File: src/rtl/memory_stage.sv
// Memory-access stage: req/ack data-memory port with timeout abort, plus the M->W register.
// Optional misaligned-access check is enabled by defining MEM_MISALIGN_CHECK_EN.
module memory_stage #(
  parameter int unsigned TIMEOUT_CYCLES = 255
) (
  input  logic        clk,
  input  logic        reset,
  input  logic [2:0]  ctrls_m,
  input  logic [31:0] aluout_m,
  input  logic [31:0] write_data_m,
  input  logic [4:0]  writereg_m,
  output logic        dmem_req,
  output logic        dmem_we,
  output logic [31:0] dmem_addr,
  output logic [31:0] dmem_wdata,
  input  logic        dmem_ack,
  input  logic [31:0] dmem_rdata,
  output logic        stall_m,
  output logic [1:0]  ctrls_w,
  output logic [31:0] aluout_w,
  output logic [31:0] readdata_w,
  output logic [4:0]  writereg_w,
  output logic        timeout_w
`ifdef MEM_MISALIGN_CHECK_EN
  ,
  output logic        misalign_w
`endif
);

  typedef enum logic {IDLE, WAIT} state_e;

  localparam logic [7:0] TMO = 8'(TIMEOUT_CYCLES);

  state_e      state_q, state_d;
  logic [7:0]  cnt_q, cnt_d;
  logic [1:0]  ctrls_w_q, ctrls_w_d;
  logic [31:0] aluout_w_q, aluout_w_d;
  logic [31:0] readdata_w_q, readdata_w_d;
  logic [4:0]  writereg_w_q, writereg_w_d;
  logic        timeout_w_q, timeout_w_d;
  logic        misalign_w_q, misalign_w_d;

  logic access, is_store, is_load, misaligned, req_raw, abort;

  always_comb begin
    access   = ctrls_m[1] | ctrls_m[0];
    is_store = ctrls_m[0];
    is_load  = ctrls_m[1] & ~ctrls_m[0];
`ifdef MEM_MISALIGN_CHECK_EN
    misaligned = access & (aluout_m[1:0] != 2'b00);
`else
    misaligned = 1'b0;
`endif
  end

  always_comb begin
    state_d = state_q;
    cnt_d   = cnt_q;
    req_raw = 1'b0;
    abort   = 1'b0;
    unique case (state_q)
      IDLE: begin
        req_raw = access & ~misaligned;
        if (req_raw && !dmem_ack) begin
          state_d = WAIT;
          cnt_d   = 8'd1;
        end
      end
      WAIT: begin
        req_raw = 1'b1;
        if (dmem_ack) begin
          state_d = IDLE;
          cnt_d   = '0;
        end else if (cnt_q == TMO) begin
          // Request stays up during the abort cycle but no longer stalls.
          abort   = 1'b1;
          state_d = IDLE;
          cnt_d   = '0;
        end else begin
          cnt_d = cnt_q + 8'd1;
        end
      end
      default: begin
        state_d = IDLE;
        cnt_d   = '0;
      end
    endcase
  end

  always_comb begin
    dmem_req   = req_raw & reset;
    stall_m    = dmem_req & ~dmem_ack & ~abort;
    dmem_we    = is_store;
    dmem_addr  = aluout_m;
    dmem_wdata = write_data_m;
  end

  always_comb begin
    ctrls_w_d    = ctrls_w_q;
    aluout_w_d   = aluout_w_q;
    readdata_w_d = readdata_w_q;
    writereg_w_d = writereg_w_q;
    timeout_w_d  = 1'b0;
    misalign_w_d = 1'b0;
    if (stall_m) begin
      ctrls_w_d = '0;
    end else begin
      ctrls_w_d    = {ctrls_m[2] & ~misaligned, ctrls_m[1]};
      aluout_w_d   = aluout_m;
      writereg_w_d = writereg_m;
      timeout_w_d  = abort;
      misalign_w_d = misaligned;
    end
    if (dmem_req && dmem_ack && is_load) begin
      readdata_w_d = dmem_rdata;
    end else if (abort && is_load) begin
      readdata_w_d = '0;
    end
  end

  always_ff @(posedge clk or negedge reset) begin
    if (!reset) begin
      state_q      <= IDLE;
      cnt_q        <= '0;
      ctrls_w_q    <= '0;
      aluout_w_q   <= '0;
      readdata_w_q <= '0;
      writereg_w_q <= '0;
      timeout_w_q  <= 1'b0;
      misalign_w_q <= 1'b0;
    end else begin
      state_q      <= state_d;
      cnt_q        <= cnt_d;
      ctrls_w_q    <= ctrls_w_d;
      aluout_w_q   <= aluout_w_d;
      readdata_w_q <= readdata_w_d;
      writereg_w_q <= writereg_w_d;
      timeout_w_q  <= timeout_w_d;
      misalign_w_q <= misalign_w_d;
    end
  end

  assign ctrls_w    = ctrls_w_q;
  assign aluout_w   = aluout_w_q;
  assign readdata_w = readdata_w_q;
  assign writereg_w = writereg_w_q;
  assign timeout_w  = timeout_w_q;
`ifdef MEM_MISALIGN_CHECK_EN
  assign misalign_w = misalign_w_q;
`else
  logic unused_misalign;
  assign unused_misalign = misalign_w_q;
`endif

endmodule

File: config.mk
export PLATFORM = sky130hd
export DESIGN_NAME = memory_stage
export DESIGN_NICKNAME = d
export VERILOG_FILES = /design/src/rtl/memory_stage.sv
export SDC_FILE = /design/constraint.sdc
export NUM_CORES = 1
export LEC_CHECK = 0
export CORE_MARGIN = 10
export CORE_UTILIZATION = 32
export DETAILED_ROUTE_END_ITERATION = 6
export PLACE_DENSITY = 0.77
export RECOVER_POWER = 25
export SLEW_MARGIN = 30
export SYNTH_ARGS = -nofsm -noshare
export SYNTH_HDL_FRONTEND = slang
export SYNTH_SLANG_ARGS = --single-unit
File: constraint.sdc
create_clock -name clk -period 1.8 [get_ports clk]
set_input_delay 0.36 -clock clk [delete_from_list [all_inputs] [get_ports clk]]
set_output_delay 0.36 -clock clk [all_outputs]
set_load 0.01 [all_outputs]
[Yosys cells after proc, flatten, opt, wreduce, memory -nomap -nowiden]
Index checks and enable logic that the tools add are counted.
Storage, ports and cells
  register bits: 81
  output and inout bits: 139
  logic and storage cells: 41
Cells by class
  add/subtract/negate cells: 1
  equal/unequal tests: 2
  mux-type cells: 16
  bitwise operators: 9
  reductions and logical operators: 6
Operator list (number)
  $mux W32: 2
  $mux W8: 3
  $pmux W8 S2: 1
  $add A8 B1 Y8 const B: 1
  $eq A8 B8 Y1 const B: 1
  $mux W1: 7
  $and A1 B1 Y1: 4
  $logic_and A1 B1 Y1: 4
  $not A1 Y1: 4
  $pmux W1 S2: 2
  $mux W2: 1
  $ne A2 B2 Y1 const B: 1
  $reduce_bool A2 Y1: 1
  $logic_not A1 Y1: 1
  $or A1 B1 Y1: 1

[Depth between registers and ports, before layout]
  depth after elaboration: 7
  depth in mapped cells: 6

[Worst setup path before layout]
OpenSTA, ideal clock, no wires.
  path type: register -> register
  start point: reg cnt_q[0]
  end point: reg aluout_w_q[0], in the netlist aluout_w[0]
  setup time: 0.125 ns
  arrival time: 1.818 ns
  required time: 1.675 ns
  setup slack: -0.143 ns
  stages on the path, launching flop included: 7
  path buffers: 1
  path through: dfrtp_1 -> ha_1 -> nand3_2 -> nor2_2 -> a2111oi_4 -> buf_6 -> mux2_4
On the way
  cells in the longest elaborated chain, start to end: 6
RTL lines
  from (decl): line 35  | logic [7:0] cnt_q, cnt_d;
  from (signal assigned): line 133  | cnt_q <= cnt_d;
  $eq A8 B8 Y1: line 74  | end else if (cnt_q == TMO) begin
  $mux W1: line 74
  $mux W1: line 71  | if (dmem_ack) begin
  $mux W1: line 61  | unique case (state_q)
  $not A1 Y1: line 92  | stall_m = dmem_req & ~dmem_ack & ~abort;
  $and A1 B1 Y1: line 92
  via stall_m: line 18  | output logic stall_m,
  to (signal assigned): line 135  | aluout_w_q <= aluout_w_d;
  to (decl): line 37  | logic [31:0] aluout_w_q, aluout_w_d;
The timed path passes the listed nets, and every way through them passes these cells.
A chain may end at the register's enable or synchronous reset.

[Worst setup path in the final report]
  start point: reg cnt_q[1]
  end point: out stall_m
On the way
  cells in the longest elaborated chain, start to end: 6
RTL lines (line)
  $eq A8 B8 Y1: 74
  $mux W1: 74
  $mux W1: 71
  $mux W1: 61
  $not A1 Y1: 92
  $and A1 B1 Y1: 92
  to (decl): 18
Every way passes these cells.

==> summary.md <==
The total overflow left after global routing is 0. Summing every instance area after synthesis gives 0.00366 mm^2. Compared with the post-synthesis result, the final layout area differs by 54.9%. Fill cells in the final layout number 1,005. Once the floorplan was initialized, standard cells occupied 33.1% of the core.

The die height was 127 um; the arrival time of data at the critical path endpoint was 1.57 ns. Post-layout instance count excluding filler cells: 568. The net count of the finished layout is 532. Of the total power, the share spent switching nets is 24.5%. Via count of the first global-routing pass: 2,981. In this run the worst path has a maximum fanout of 2. The signal on the critical path passes through ha_4 -> nand3_4 -> nor2_4 -> a2111oi_4 -> buf_2. The tools report the total count of hold-check failures in the final report as 0.

STA puts the critical path data required time at 1.44 ns. The area share of the largest cell type after synthesis was 55.4%; the number of warnings reported in the yosys synthesis log was 0. The logs give 278 for the count of mapped cells out of synthesis and 0.0110 mm^2 for the area of the core. The clock network burns 34.6% of the power. Counting the buffers created by CTS gives 9. The fraction of final layout cells sized beyond drive strength 1 was 21.5%; the largest buffer count on any clock path was 2. The path class of the tightest hold or removal check is input port to asynchronous set/reset pin. Clock network latency to the later pin of the worst-skew pair: 0.33 ns. The internal portion of total power was 3910 uW; the area taken by multi-input logic gates was 0.00108 mm^2. The first global-routing pass estimated 16,800 um of wire. Once layout is done, the placed cells without fillers occupy 0.00566 mm^2. Type of the setup path with the least slack: register to output pin. In this run the mean area of a mapped cell was 13.2 um^2. Summed over all instances, the cell type with the most area after synthesis is sky130_fd_sc_hd__dfrtp_1. Minimum clock period after layout: 1.93 ns. Standby leakage power: 0.00245 uW.

Derived from the worst setup path, the maximum achievable clock frequency is 0.518 GHz. Entering global routing, the biggest net connects 53 pins. Final RePlAce weighted congestion: 0.777. The capturing element type of the critical path was an output pin. Before antenna repair, the detailed router went through 4 iterations. The root buffer cell was sky130_fd_sc_hd__clkbuf_16.

The logs give 551 for the total placed cells including tap cells and 2,694 for the vias after detailed routing. Yosys attributes the largest share of cell area to sky130_fd_sc_hd__dfrtp_1 (55%), sky130_fd_sc_hd__buf_4 (13%), sky130_fd_sc_hd__mux2_2 (8.3%), sky130_fd_sc_hd__a22o_1 (7.9%), sky130_fd_sc_hd__mux2_4 (2.9%). The smallest setup slack after layout was -0.129 ns; the number of endpoints failing setup at the final stage was 38.

The worst voltage drop across the vdd grid was 0.395 mV. The remaining routing DRC violations came out at 0. In this run the count of I/O pins placed on the die edge is 246.

The final reports fail on negative setup slack. Final max-slew violation count: 0. The global-route total usage across every layer is 12.9%. The critical path buffer and inverter count works out to 1.

Total number of placement rows: 38. The kind of cell with the highest combined delay along the critical path is flip-flops. The number of buffers inserted by hold repair at cts is 0, and the count of different cell masters after synthesis is 34. The tree built by TritonCTS fans out to 81 sinks. The combinational fraction of design power was 23.7%; the routed length per placed instance was 19.1 um. Setup repair after global routing could not meet its margin everywhere.

Actual slew at the worst max-slew pin: 0.768 ns. Summing all placed instances gives a cell area of 0.00534 mm^2. The worst setup path is launched from a register. The clock-pin slew of the registers on the worst-case setup and hold paths is 0.06 ns. On the critical path, the stage with the largest delay is an instance of sky130_fd_sc_hd__dfrtp_1. In this run the power spent charging and discharging nets is 1270 uW. Buffers placed on the I/O ports in this run total 181. The number of design-rule violations left by the first detailed-router iteration was 94; the horizontal die dimension was 127 um. Maximum single-stage delay on the critical path: 0.40 ns.

The flow ran to the end, but the final reports show violations. The number of antenna diodes in the final layout is 0. The run gives 0 as the post-route antenna net violation count.

Once detailed placement completed, the half-perimeter wirelength came to 8470 um. The worst-case clock skew is 0.00866 ns, and the share of the clock period used by the worst path after layout is 107%. In this run the power density over the cells is 915 mW/mm^2. The worst-case headroom to the max-slew limit was 48.8%; the sequential fraction of design power was 41.7%. Using the TritonRoute via totals, the vias-per-cell ratio works out to 4.74.

The floorplan step defined a die boundary enclosing 0.0161 mm^2. The number of antenna violations at the first check in global routing was 0; the net count after synthesis was 386. TritonCTS built the clock tree.

The H-tree level count is 3. Register area: 0.00203 mm^2. After synthesis, flip-flops and latches occupy 55.4% of the total area. The final layout contains routed wiring with a total length of 10,800 um. Counting flops and latches in the post-synthesis netlist gives 81.

Max-cap violations in this run came to 0.
Yosys cell counts:
| cell | count |
|---|---|
| sky130_fd_sc_hd__a2111oi_4 | 1 |
| sky130_fd_sc_hd__a211o_1 | 2 |
| sky130_fd_sc_hd__a211oi_1 | 1 |
| sky130_fd_sc_hd__a21oi_1 | 2 |
| sky130_fd_sc_hd__a22o_1 | 33 |
| sky130_fd_sc_hd__a31oi_2 | 1 |
| sky130_fd_sc_hd__and3_1 | 1 |
| sky130_fd_sc_hd__and4_1 | 1 |
| sky130_fd_sc_hd__buf_2 | 4 |
| sky130_fd_sc_hd__buf_4 | 65 |
| sky130_fd_sc_hd__buf_6 | 4 |
| sky130_fd_sc_hd__clkbuf_1 | 4 |
| sky130_fd_sc_hd__dfrtp_1 | 81 |
| sky130_fd_sc_hd__ha_1 | 1 |
| sky130_fd_sc_hd__inv_1 | 3 |
| sky130_fd_sc_hd__mux2_1 | 3 |
| sky130_fd_sc_hd__mux2_2 | 27 |
| sky130_fd_sc_hd__mux2_4 | 7 |
| sky130_fd_sc_hd__nand2_1 | 3 |
| sky130_fd_sc_hd__nand2b_1 | 1 |
| sky130_fd_sc_hd__nand3_1 | 4 |
| sky130_fd_sc_hd__nand3_2 | 1 |
| sky130_fd_sc_hd__nand4_1 | 2 |
| sky130_fd_sc_hd__nor2_1 | 6 |
| sky130_fd_sc_hd__nor2_2 | 1 |
| sky130_fd_sc_hd__nor2b_1 | 3 |
| sky130_fd_sc_hd__nor3_1 | 2 |
| sky130_fd_sc_hd__nor3_2 | 2 |
| sky130_fd_sc_hd__nor4_1 | 2 |
| sky130_fd_sc_hd__o21ai_0 | 6 |
| sky130_fd_sc_hd__o21ba_2 | 1 |
| sky130_fd_sc_hd__o31ai_1 | 1 |
| sky130_fd_sc_hd__o32ai_1 | 1 |
| sky130_fd_sc_hd__xor2_1 | 1 |
path summary, 6_finish.rpt:
kind                              start            end  cells after the start  slack (ns)
max reg2reg                    cnt_q[1]    aluout_w[9]                      7       -0.12
max in group asynchronous         reset   aluout_w[19]                      3        0.32
max                            cnt_q[1]        stall_m                      5       -0.13
min in group clk           aluout_w[30]   aluout_w[30]                      1        0.49
min reg2reg                aluout_w[30]   aluout_w[30]                      1        0.49
min                               reset  readdata_w[2]                      2        0.23
metal layers:
layer / part of all wire, % / GRT usage [%] / vias up
li1: - / - / 1220
met5: 0 / 0 / -
met2: 51 / 22.6 / 134
met1: 40 / 14.1 / 1316
met3: 8.2 / 4.41 / 24
met4: 1.5 / 4.96 / 0
per-stage QoR:
step / utilization (%) / setup WS, ns / hold slack (ns) / total power [uW] / setup TNS (ns)
final: 51.3 / -0.129 / 0.228 / 5180 / -3.60
after global routing: 51.3 / -0.212 / 0.287 / 5420 / -10.68
after detailed placement: 48.4 / -0.502 / 0.448 / 3440 / -22.22
after floorplan: - / -0.0108 / 0.0644 / 2710 / -0.301
after CTS: 51.3 / -0.162 / 0.0900 / 5270 / -4.62
after global placement: 48.4 / -0.466 / 0.441 / 3400 / -19.45
sequential cells by signal (all words and copies together) (netlist names):
name,cells
readdata_w,32
writereg_w,5
aluout_w,32
timeout_w,1
cnt_q,8
ctrls_w,2
state_q,1
power groups by stage:
stage	registers [uW]	clock network (uW)	logic, uW
floorplan	2290	0	418
global placement	2180	0	1220
detailed placement	2190	0	1250
CTS	2160	1850	1260
global route	2190	1920	1310
finish	2160	1790	1230
placed cells by master (no fill, tap or decap), types with 3 or more instances in the layout:
cell type / synthesis / layout
sky130_fd_sc_hd__clkdlybuf4s50_1: 0 / 172
sky130_fd_sc_hd__dfrtp_1: 81 / 80
sky130_fd_sc_hd__a22o_1: 33 / 33
sky130_fd_sc_hd__mux2_2: 27 / 27
sky130_fd_sc_hd__buf_4: 65 / 27
sky130_fd_sc_hd__clkbuf_16: 0 / 9
sky130_fd_sc_hd__mux2_4: 7 / 7
sky130_fd_sc_hd__nor2_1: 6 / 6
sky130_fd_sc_hd__o21ai_0: 6 / 6
sky130_fd_sc_hd__dlygate4sd2_1: 0 / 5
sky130_fd_sc_hd__nand3_1: 4 / 4
sky130_fd_sc_hd__inv_1: 3 / 3
sky130_fd_sc_hd__nor2b_1: 3 / 3
sky130_fd_sc_hd__nand2_1: 3 / 3
sky130_fd_sc_hd__mux2_1: 3 / 3
layout make-up:
type	count	area share, %
repair buffers	212	36.6
multi-input cells	117	19.1
flip-flops and latches	81	35.8
clock buffers	10	4.22
inverters	3	0.199
clock inverters	5	0.994
well taps	140	3.09
worst register-to-register path, delay by kind of cell, from the launching register on:
kind | cells | cell delay, ns
flops | 1 | 0.40
compound gates | 1 | 0.34
fa+ha+maj | 1 | 0.18
buf+inv | 2 | 0.39
simple gates | 2 | 0.12
mux | 1 | 0.36
kinds of logic after synthesis:
family / Yosys count / synth area share, %
flip-flops: 81 / 55.4
AO/OA/AOI/OAI: 49 / 11.5
multiplexers: 37 / 12.1
buffers and inverters: 80 / 15.8
AND/OR/NAND/NOR: 29 / 4.52
adder cells (fa/ha/maj): 1 / 0.342
XOR/XNOR: 1 / 0.240
timing repair:
action,4_1_cts,5_1_grt
endpoints found under the setup margin,43,39
buffers inserted,1,0
pin swaps,1,0
resized for setup,16,1
gates cloned,1,0
Note: power is estimated with default switching activity, not from simulation.
